File: src/rtl/sigstream_pkg.sv
`default_nettype none
// ============================================================================
// Module  : sigstream_pkg
// Brief   : Shared defaults and FSM encoding for the sigstream/sigsource family.
// Revision: 1.0 - initial release
// ============================================================================
package sigstream_pkg;

    localparam int c_width = 32;   // antennas per sample
    localparam int c_trate = 30;   // replays per antenna sample
    localparam int c_tbits = 5;    // time-slot address width
    localparam int c_count = 64;   // antenna samples per correlation window
    localparam int c_cbits = 6;    // window-counter width

    localparam logic [0:0] c_st_idle = 1'b0;
    localparam logic [0:0] c_st_play = 1'b1;

endpackage : sigstream_pkg
`default_nettype wire

File: src/rtl/sigstream_if.sv
`default_nettype none
// ============================================================================
// Module  : sigstream_if
// Brief   : Sample-in / replay-stream-out bundle for sigstream.
// Revision: 1.0 - initial release
// ============================================================================
interface sigstream_if
    import sigstream_pkg::*;
#(
    parameter int WIDTH = c_width,
    parameter int TBITS = c_tbits
);
    logic             strobe_i;
    logic [WIDTH-1:0] idata_i;
    logic [WIDTH-1:0] qdata_i;
    logic             valid_o;
    logic             first_o;
    logic             last_o;
    logic [TBITS-1:0] taddr_o;
    logic [WIDTH-1:0] idata_o;
    logic [WIDTH-1:0] qdata_o;
    logic             overflow_o;

    modport master (
        output strobe_i, idata_i, qdata_i,
        input  valid_o, first_o, last_o, taddr_o, idata_o, qdata_o, overflow_o
    );

    modport slave (
        input  strobe_i, idata_i, qdata_i,
        output valid_o, first_o, last_o, taddr_o, idata_o, qdata_o, overflow_o
    );

endinterface : sigstream_if
`default_nettype wire

File: src/rtl/sigstream_tcounter.sv
`default_nettype none
// ============================================================================
// Module  : tcounter
// Brief   : Time-slot / window counter pair with look-ahead window markers.
// Revision: 1.0 - initial release
// ============================================================================
module tcounter
    import sigstream_pkg::*;
#(
    parameter int TRATE = c_trate,
    parameter int TBITS = c_tbits,
    parameter int COUNT = c_count,
    parameter int CBITS = c_cbits
) (
    input  logic             clock,
    input  logic             reset,
    input  logic             en_i,
    output logic [TBITS-1:0] taddr_o,
    output logic             wrap_o,
    output logic             start_o,
    output logic             term_o
);

    localparam logic [TBITS-1:0] c_tlast = TBITS'(TRATE - 1);
    localparam logic [CBITS-1:0] c_slast = CBITS'(COUNT - 1);

    logic [TBITS-1:0] taddr_q, taddr_d;
    logic [CBITS-1:0] scnt_q, scnt_d;

    always_comb begin
        taddr_d = taddr_q;
        scnt_d  = scnt_q;
        if (en_i) begin
            if (taddr_q == c_tlast) begin
                taddr_d = '0;
                scnt_d  = (scnt_q == c_slast) ? '0 : scnt_q + 1'b1;
            end else begin
                taddr_d = taddr_q + 1'b1;
            end
        end
    end

    always_ff @(posedge clock or posedge reset) begin
        if (reset) begin
            taddr_q <= '0;
            scnt_q  <= '0;
        end else begin
            taddr_q <= taddr_d;
            scnt_q  <= scnt_d;
        end
    end

    // start/term describe the beat about to be registered so first/last can be flopped.
    assign taddr_o = taddr_q;
    assign wrap_o  = (taddr_q == c_tlast);
    assign start_o = (taddr_d == '0) && (scnt_d == '0);
    assign term_o  = (taddr_d == c_tlast) && (scnt_d == c_slast);

endmodule : tcounter
`default_nettype wire

File: src/rtl/sigstream.sv
`default_nettype none
// ============================================================================
// Module  : sigstream
// Brief   : Replays each strobed I/Q antenna sample TRATE times as a stream.
// Revision: 1.0 - initial release
// ============================================================================
module sigstream
    import sigstream_pkg::*;
#(
    parameter int WIDTH = c_width,
    parameter int TRATE = c_trate,
    parameter int TBITS = c_tbits,
    parameter int COUNT = c_count,
    parameter int CBITS = c_cbits
) (
    input  logic       clock,
    input  logic       reset,
    sigstream_if.slave bus
);

    logic [0:0]       state_q, state_d;
    logic             full_q, full_d;
    logic [WIDTH-1:0] pend_i_q, pend_i_d, pend_q_q, pend_q_d;
    logic [WIDTH-1:0] act_i_q, act_i_d, act_q_q, act_q_d;
    logic             valid_q, valid_d;
    logic             first_q, first_d;
    logic             last_q, last_d;
    logic             ovf_q, ovf_d;

    logic [TBITS-1:0] w_taddr;
    logic             w_wrap, w_start, w_term;
    logic             w_load, w_capture;

    tcounter #(
        .TRATE (TRATE),
        .TBITS (TBITS),
        .COUNT (COUNT),
        .CBITS (CBITS)
    ) u_tcounter (
        .clock   (clock),
        .reset   (reset),
        .en_i    (state_q == c_st_play),
        .taddr_o (w_taddr),
        .wrap_o  (w_wrap),
        .start_o (w_start),
        .term_o  (w_term)
    );

    // Pending moves to active when idle, or back-to-back at the last time slot.
    assign w_load    = full_q && ((state_q == c_st_idle) || w_wrap);
    assign w_capture = bus.strobe_i && (!full_q || w_load);

    always_comb begin
        full_d   = full_q;
        pend_i_d = pend_i_q;
        pend_q_d = pend_q_q;
        act_i_d  = act_i_q;
        act_q_d  = act_q_q;
        ovf_d    = ovf_q;
        if (w_load) begin
            act_i_d = pend_i_q;
            act_q_d = pend_q_q;
            full_d  = 1'b0;
        end
        if (w_capture) begin
            pend_i_d = bus.idata_i;
            pend_q_d = bus.qdata_i;
            full_d   = 1'b1;
        end else if (bus.strobe_i) begin
            ovf_d = 1'b1;
        end
        valid_d = w_load || ((state_q == c_st_play) && !w_wrap);
        state_d = valid_d ? c_st_play : c_st_idle;
        first_d = valid_d && w_start;
        last_d  = valid_d && w_term;
    end

    always_ff @(posedge clock or posedge reset) begin
        if (reset) begin
            state_q  <= c_st_idle;
            full_q   <= 1'b0;
            pend_i_q <= '0;
            pend_q_q <= '0;
            act_i_q  <= '0;
            act_q_q  <= '0;
            valid_q  <= 1'b0;
            first_q  <= 1'b0;
            last_q   <= 1'b0;
            ovf_q    <= 1'b0;
        end else begin
            state_q  <= state_d;
            full_q   <= full_d;
            pend_i_q <= pend_i_d;
            pend_q_q <= pend_q_d;
            act_i_q  <= act_i_d;
            act_q_q  <= act_q_d;
            valid_q  <= valid_d;
            first_q  <= first_d;
            last_q   <= last_d;
            ovf_q    <= ovf_d;
        end
    end

    assign bus.valid_o    = valid_q;
    assign bus.first_o    = first_q;
    assign bus.last_o     = last_q;
    assign bus.taddr_o    = w_taddr;
    assign bus.idata_o    = act_i_q;
    assign bus.qdata_o    = act_q_q;
    assign bus.overflow_o = ovf_q;

endmodule : sigstream
`default_nettype wire

File: src/flat_wrapper.sv
// flat-port wrapper written by rule: the top's interface ports become plain ports
module sigstream_flat import sigstream_pkg::*;
#(
    parameter int WIDTH = c_width,
    parameter int TRATE = c_trate,
    parameter int TBITS = c_tbits,
    parameter int COUNT = c_count,
    parameter int CBITS = c_cbits
)
  (clock, reset, bus_strobe_i, bus_idata_i, bus_qdata_i, bus_valid_o, bus_first_o, bus_last_o, bus_taddr_o, bus_idata_o, bus_qdata_o, bus_overflow_o);
  sigstream_if #(.WIDTH(WIDTH), .TBITS(TBITS)) bus_i ();
  input  logic clock;
  input  logic reset;
  input wire logic [$bits(bus_i.strobe_i)-1:0] bus_strobe_i;
  input wire logic [$bits(bus_i.idata_i)-1:0] bus_idata_i;
  input wire logic [$bits(bus_i.qdata_i)-1:0] bus_qdata_i;
  output wire logic [$bits(bus_i.valid_o)-1:0] bus_valid_o;
  output wire logic [$bits(bus_i.first_o)-1:0] bus_first_o;
  output wire logic [$bits(bus_i.last_o)-1:0] bus_last_o;
  output wire logic [$bits(bus_i.taddr_o)-1:0] bus_taddr_o;
  output wire logic [$bits(bus_i.idata_o)-1:0] bus_idata_o;
  output wire logic [$bits(bus_i.qdata_o)-1:0] bus_qdata_o;
  output wire logic [$bits(bus_i.overflow_o)-1:0] bus_overflow_o;
  assign bus_i.strobe_i = bus_strobe_i;
  assign bus_i.idata_i = bus_idata_i;
  assign bus_i.qdata_i = bus_qdata_i;
  assign bus_valid_o = bus_i.valid_o;
  assign bus_first_o = bus_i.first_o;
  assign bus_last_o = bus_i.last_o;
  assign bus_taddr_o = bus_i.taddr_o;
  assign bus_idata_o = bus_i.idata_o;
  assign bus_qdata_o = bus_i.qdata_o;
  assign bus_overflow_o = bus_i.overflow_o;
  sigstream #(.WIDTH(WIDTH), .TRATE(TRATE), .TBITS(TBITS), .COUNT(COUNT), .CBITS(CBITS)) u_core (.clock(clock), .reset(reset), .bus(bus_i));
endmodule
File: config.mk
export PLATFORM = sky130hd
export DESIGN_NAME = sigstream_flat
export DESIGN_NICKNAME = d
export VERILOG_FILES = /design/src/rtl/sigstream_pkg.sv /design/src/rtl/sigstream_if.sv /design/src/rtl/sigstream_tcounter.sv /design/src/rtl/sigstream.sv /design/src/flat_wrapper.sv
export SDC_FILE = /design/constraint.sdc
export NUM_CORES = 1
export LEC_CHECK = 0
export CORE_UTILIZATION = 51
export DETAILED_ROUTE_END_ITERATION = 16
export PLACE_DENSITY = 0.84
export SLEW_MARGIN = 40
export SYNTH_ARGS = -nofsm -noshare
export SYNTH_HDL_FRONTEND = slang
export SYNTH_SLANG_ARGS = --single-unit
File: constraint.sdc
create_clock -name clock -period 7.1 [get_ports clock]
set_input_delay 2.13 -clock clock [delete_from_list [all_inputs] [get_ports clock]]
set_output_delay 2.13 -clock clock [all_outputs]
set_load 0.01 [all_outputs]
==> impl_results.md <==
* Outcome: complete, no violations
* Final-report hold violation count at 0
* Ys flop type: dfrtp_1
* Leak pwr at roughly 0.0037 uW
* First-pass GRT wire length at around 20000 um
* DR DRC count at 0
* Worst skew pair latency at 0.41 ns
* Dpl hpwl at between 7000 and 8000 um
* Root Driver: clkbuf_16
* Synth-to-Final Area Change at 31.29%
* Async set or reset register ratio after synthesis at 100.0%
* Library cells used by synthesis at 48
* Die height at around 110 um
* Clock Sinks at approximately 140
* Setup Skew at 0.004931 ns
* Crit Path Max Fanout at 34
* Post-synth top area share at 56.75%
* Register Area at between 3000 and 4000 um2
* Post-DRT Antenna Nets at 0
* Share of synthesized area occupied by flip-flops and latches at between 50% and 60%
* CTS resizes at 0
* Synth Register Bits at ~140
* FP Rows at 40
* Starting Density at around 53%
* Req. time, crit path at roughly 7.4 ns
* Period utilization at about 56%
* Largest cells by area after synthesis: dfrtp_1 57%, mux2_4 28%, buf_12 2.2%
* Initial antenna violation count at 0
* Layout cells sized above 1 at 30.43%
* Via Count at 3586
* WP data arrival at between 4 and 5 ns
* CTS Hold Buffers Added at 0
* Unrepaired setup endpoints after global routing: false
* H-tree levels at 4
* CP Capture Type: flip-flop
* CTS clock-pin slew for the worst setup and hold paths at ~0.060 ns
* Total wire length at about 12000 um
* Post-Syn Nets at approximately 460
* Slew margin rel. at between 50% and 60%
* Core outline area at about 12000 um2
* IO Pins at 140
* Final GP Congestion at 0.8374
* VDD IR-drop max at 0.2318 mV
* Clock Path Buffers at 2
* Initial DRC Count at 150
* Worst slew pin tran at about 0.74 ns
* Diode count at 0
* Post-CTS setup buffers at 0
* Die extent in x at 113.6 um
* TNS Setup at 0 ns
* Type of the worst min-delay path: flip-flop to flip-flop
* Max Clock Freq at approximately 0.25 GHz
* # fillers at between 800 and 900
* Synth Warn # at 0
* Via density per instance at 5.072
* Crit path time final at about 4.0 ns
* Final setup fails at 0
* GRT Util Overall at roughly a fifth
* Fin. max-slew vios at 0
* Vias in the first global route at 3862
* Synth area leader: dfrtp_1
* Router iterations before antenna repair at 4
* Largest net degree at the start of global routing at between 80 and 90
* WS Path Type: primary input to flip-flop
* Pwr/cell area at 266.1 nW/um2
* Total of max-cap violations at 0
* Detailed-route wire length per cell at 17.49 um
* Area of the multi-input gates at 2459 um2
* Num CTS Buffers at 17
* Startpoint Class: primary input
* Mapped Cells at a little under 400
* Netlist Area Pre-Place at 6350 um2
* Final nets at between 500 and 600
* GR Overflow Total at 0
* I/O Buffers at 139
* CTS tree: built
* Finished Core Util at between 60% and 70%
* EDFF count, synth at 0
* Average size of a mapped cell at between 15 and 20 um2
* Full die area at around 13000 um2
==> final timing paths <==
kind | start | endpoint | slack (ns) | cells after the start
worst min-delay path | u_core.bus.overflow_o | u_core.bus.overflow_o | 0.48 | 1
worst max-delay path | bus_strobe_i | u_core.pend_i_q[22] | 3.15 | 4
worst min register to register | u_core.bus.overflow_o | u_core.bus.overflow_o | 0.48 | 1
min in group asynchronous | reset | u_core.u_tcounter.taddr_o[2] | 2.22 | 2
max in group asynchronous | reset | u_core.bus.idata_o[2] | 3.82 | 3
worst max register to register | u_core.u_tcounter.taddr_o[0] | u_core.pend_i_q[22] | 4.16 | 7
==> report_power, final <==
part | switching [uW] | internal, uW
registers | 58.4 | 918
logic | 89.0 | 220
clock network | 343 | 590
total | 491 | 1730
==> synthesized netlist by cell type, types with 2 or more instances <==
| cell | count |
|---|---|
| a211oi_1 | 2 |
| a21o_1 | 2 |
| a21oi_1 | 5 |
| and4_1 | 2 |
| buf_12 | 7 |
| buf_2 | 3 |
| buf_4 | 2 |
| buf_6 | 8 |
| clkbuf_1 | 2 |
| dfrtp_1 | 144 |
| ha_1 | 3 |
| inv_1 | 6 |
| mux2_1 | 8 |
| mux2_4 | 120 |
| nand2_1 | 15 |
| nand2b_1 | 2 |
| nand3_1 | 6 |
| nand3_2 | 2 |
| nand4_1 | 3 |
| nor2_1 | 6 |
| nor2b_1 | 2 |
| nor3_1 | 3 |
| o2111ai_1 | 2 |
| o21ai_0 | 6 |
| o21ai_2 | 2 |
| xnor2_1 | 2 |
==> final cells by class <==
cell class	count	share of cell area (%)
clock buffer	19	5.193
tap	168	2.521
timing repair buffer	142	17.00
inverter	6	0.3302
clock inverter	13	2.236
sequential	144	43.22
multi-input combinational	215	29.49
==> critical path: stages <==
cell and delay (ns):
clkdlybuf4s50_1 0.50, and2_4 0.54, buf_4 0.62, mux2_1 0.38
==> metrics by stage <==
step / std cells / setup slack (ns) / hold WS, ns / instance area, um2 / total power, uW
6_report: 707 / 3.147 / 0.4785 / 8337 / 2218
3_3_place_gp: 675 / 2.765 / 0.4533 / 7714 / 1285
4_1_cts: 707 / 3.153 / 0.4846 / 8333 / 2243
2_1_floorplan: 387 / 1.104 / 0.4584 / 6350 / 1139
5_1_grt: 707 / 3.077 / 0.5080 / 8337 / 2306
3_5_place_dp: 675 / 2.712 / 0.4712 / 7714 / 1298
==> layout by cell type (no fill, tap or decap), types with 4 or more instances in the layout <==
cell type,Yosys,layout
clkbuf_16,0,17
nand3_1,6,6
nor2_1,6,6
inv_1,6,5
a21oi_1,5,5
mux2_4,120,120
mux2_1,8,8
dfrtp_1,144,144
clkdlybuf4s50_1,0,139
nand2_1,15,15
bufinv_16,0,4
o21ai_0,6,6
==> state kept, by name, summed over array words and instances, names as in the netlist <==
name / count
u_core.bus.idata_o: 32
u_core.u_tcounter.taddr_o: 5
u_core.bus.first_o: 1
u_core.bus.last_o: 1
u_core.full_q: 1
u_core.pend_i_q: 32
u_core.bus.qdata_o: 32
u_core.u_tcounter.scnt_q: 6
u_core.pend_q_q: 32
u_core.state_q: 1
u_core.bus.overflow_o: 1
==> kinds of logic (layout without fill, tap and decap cells) <==
logic type	count (synthesis)	in the layout	synth area share, %
DFF	144	144	56.75
muxes	128	128	29.79
and+or+nand+nor	54	54	4.985
buffers and inverters	28	180	4.571
AOI/OAI and AO/OA	27	27	2.897
adders and majority gates	3	3	0.5912
xor gates and xnor gates	3	3	0.4139
==> layer usage <==
layer,global-route usage [%],share of wire [%],vias up
met5,0,0,-
met4,4.737,0.84,0
met3,6.801,5.9,9
met2,32.64,47,104
met1,27.06,46,1827
li1,-,-,1646
Power figures use the tool's default switching activity.
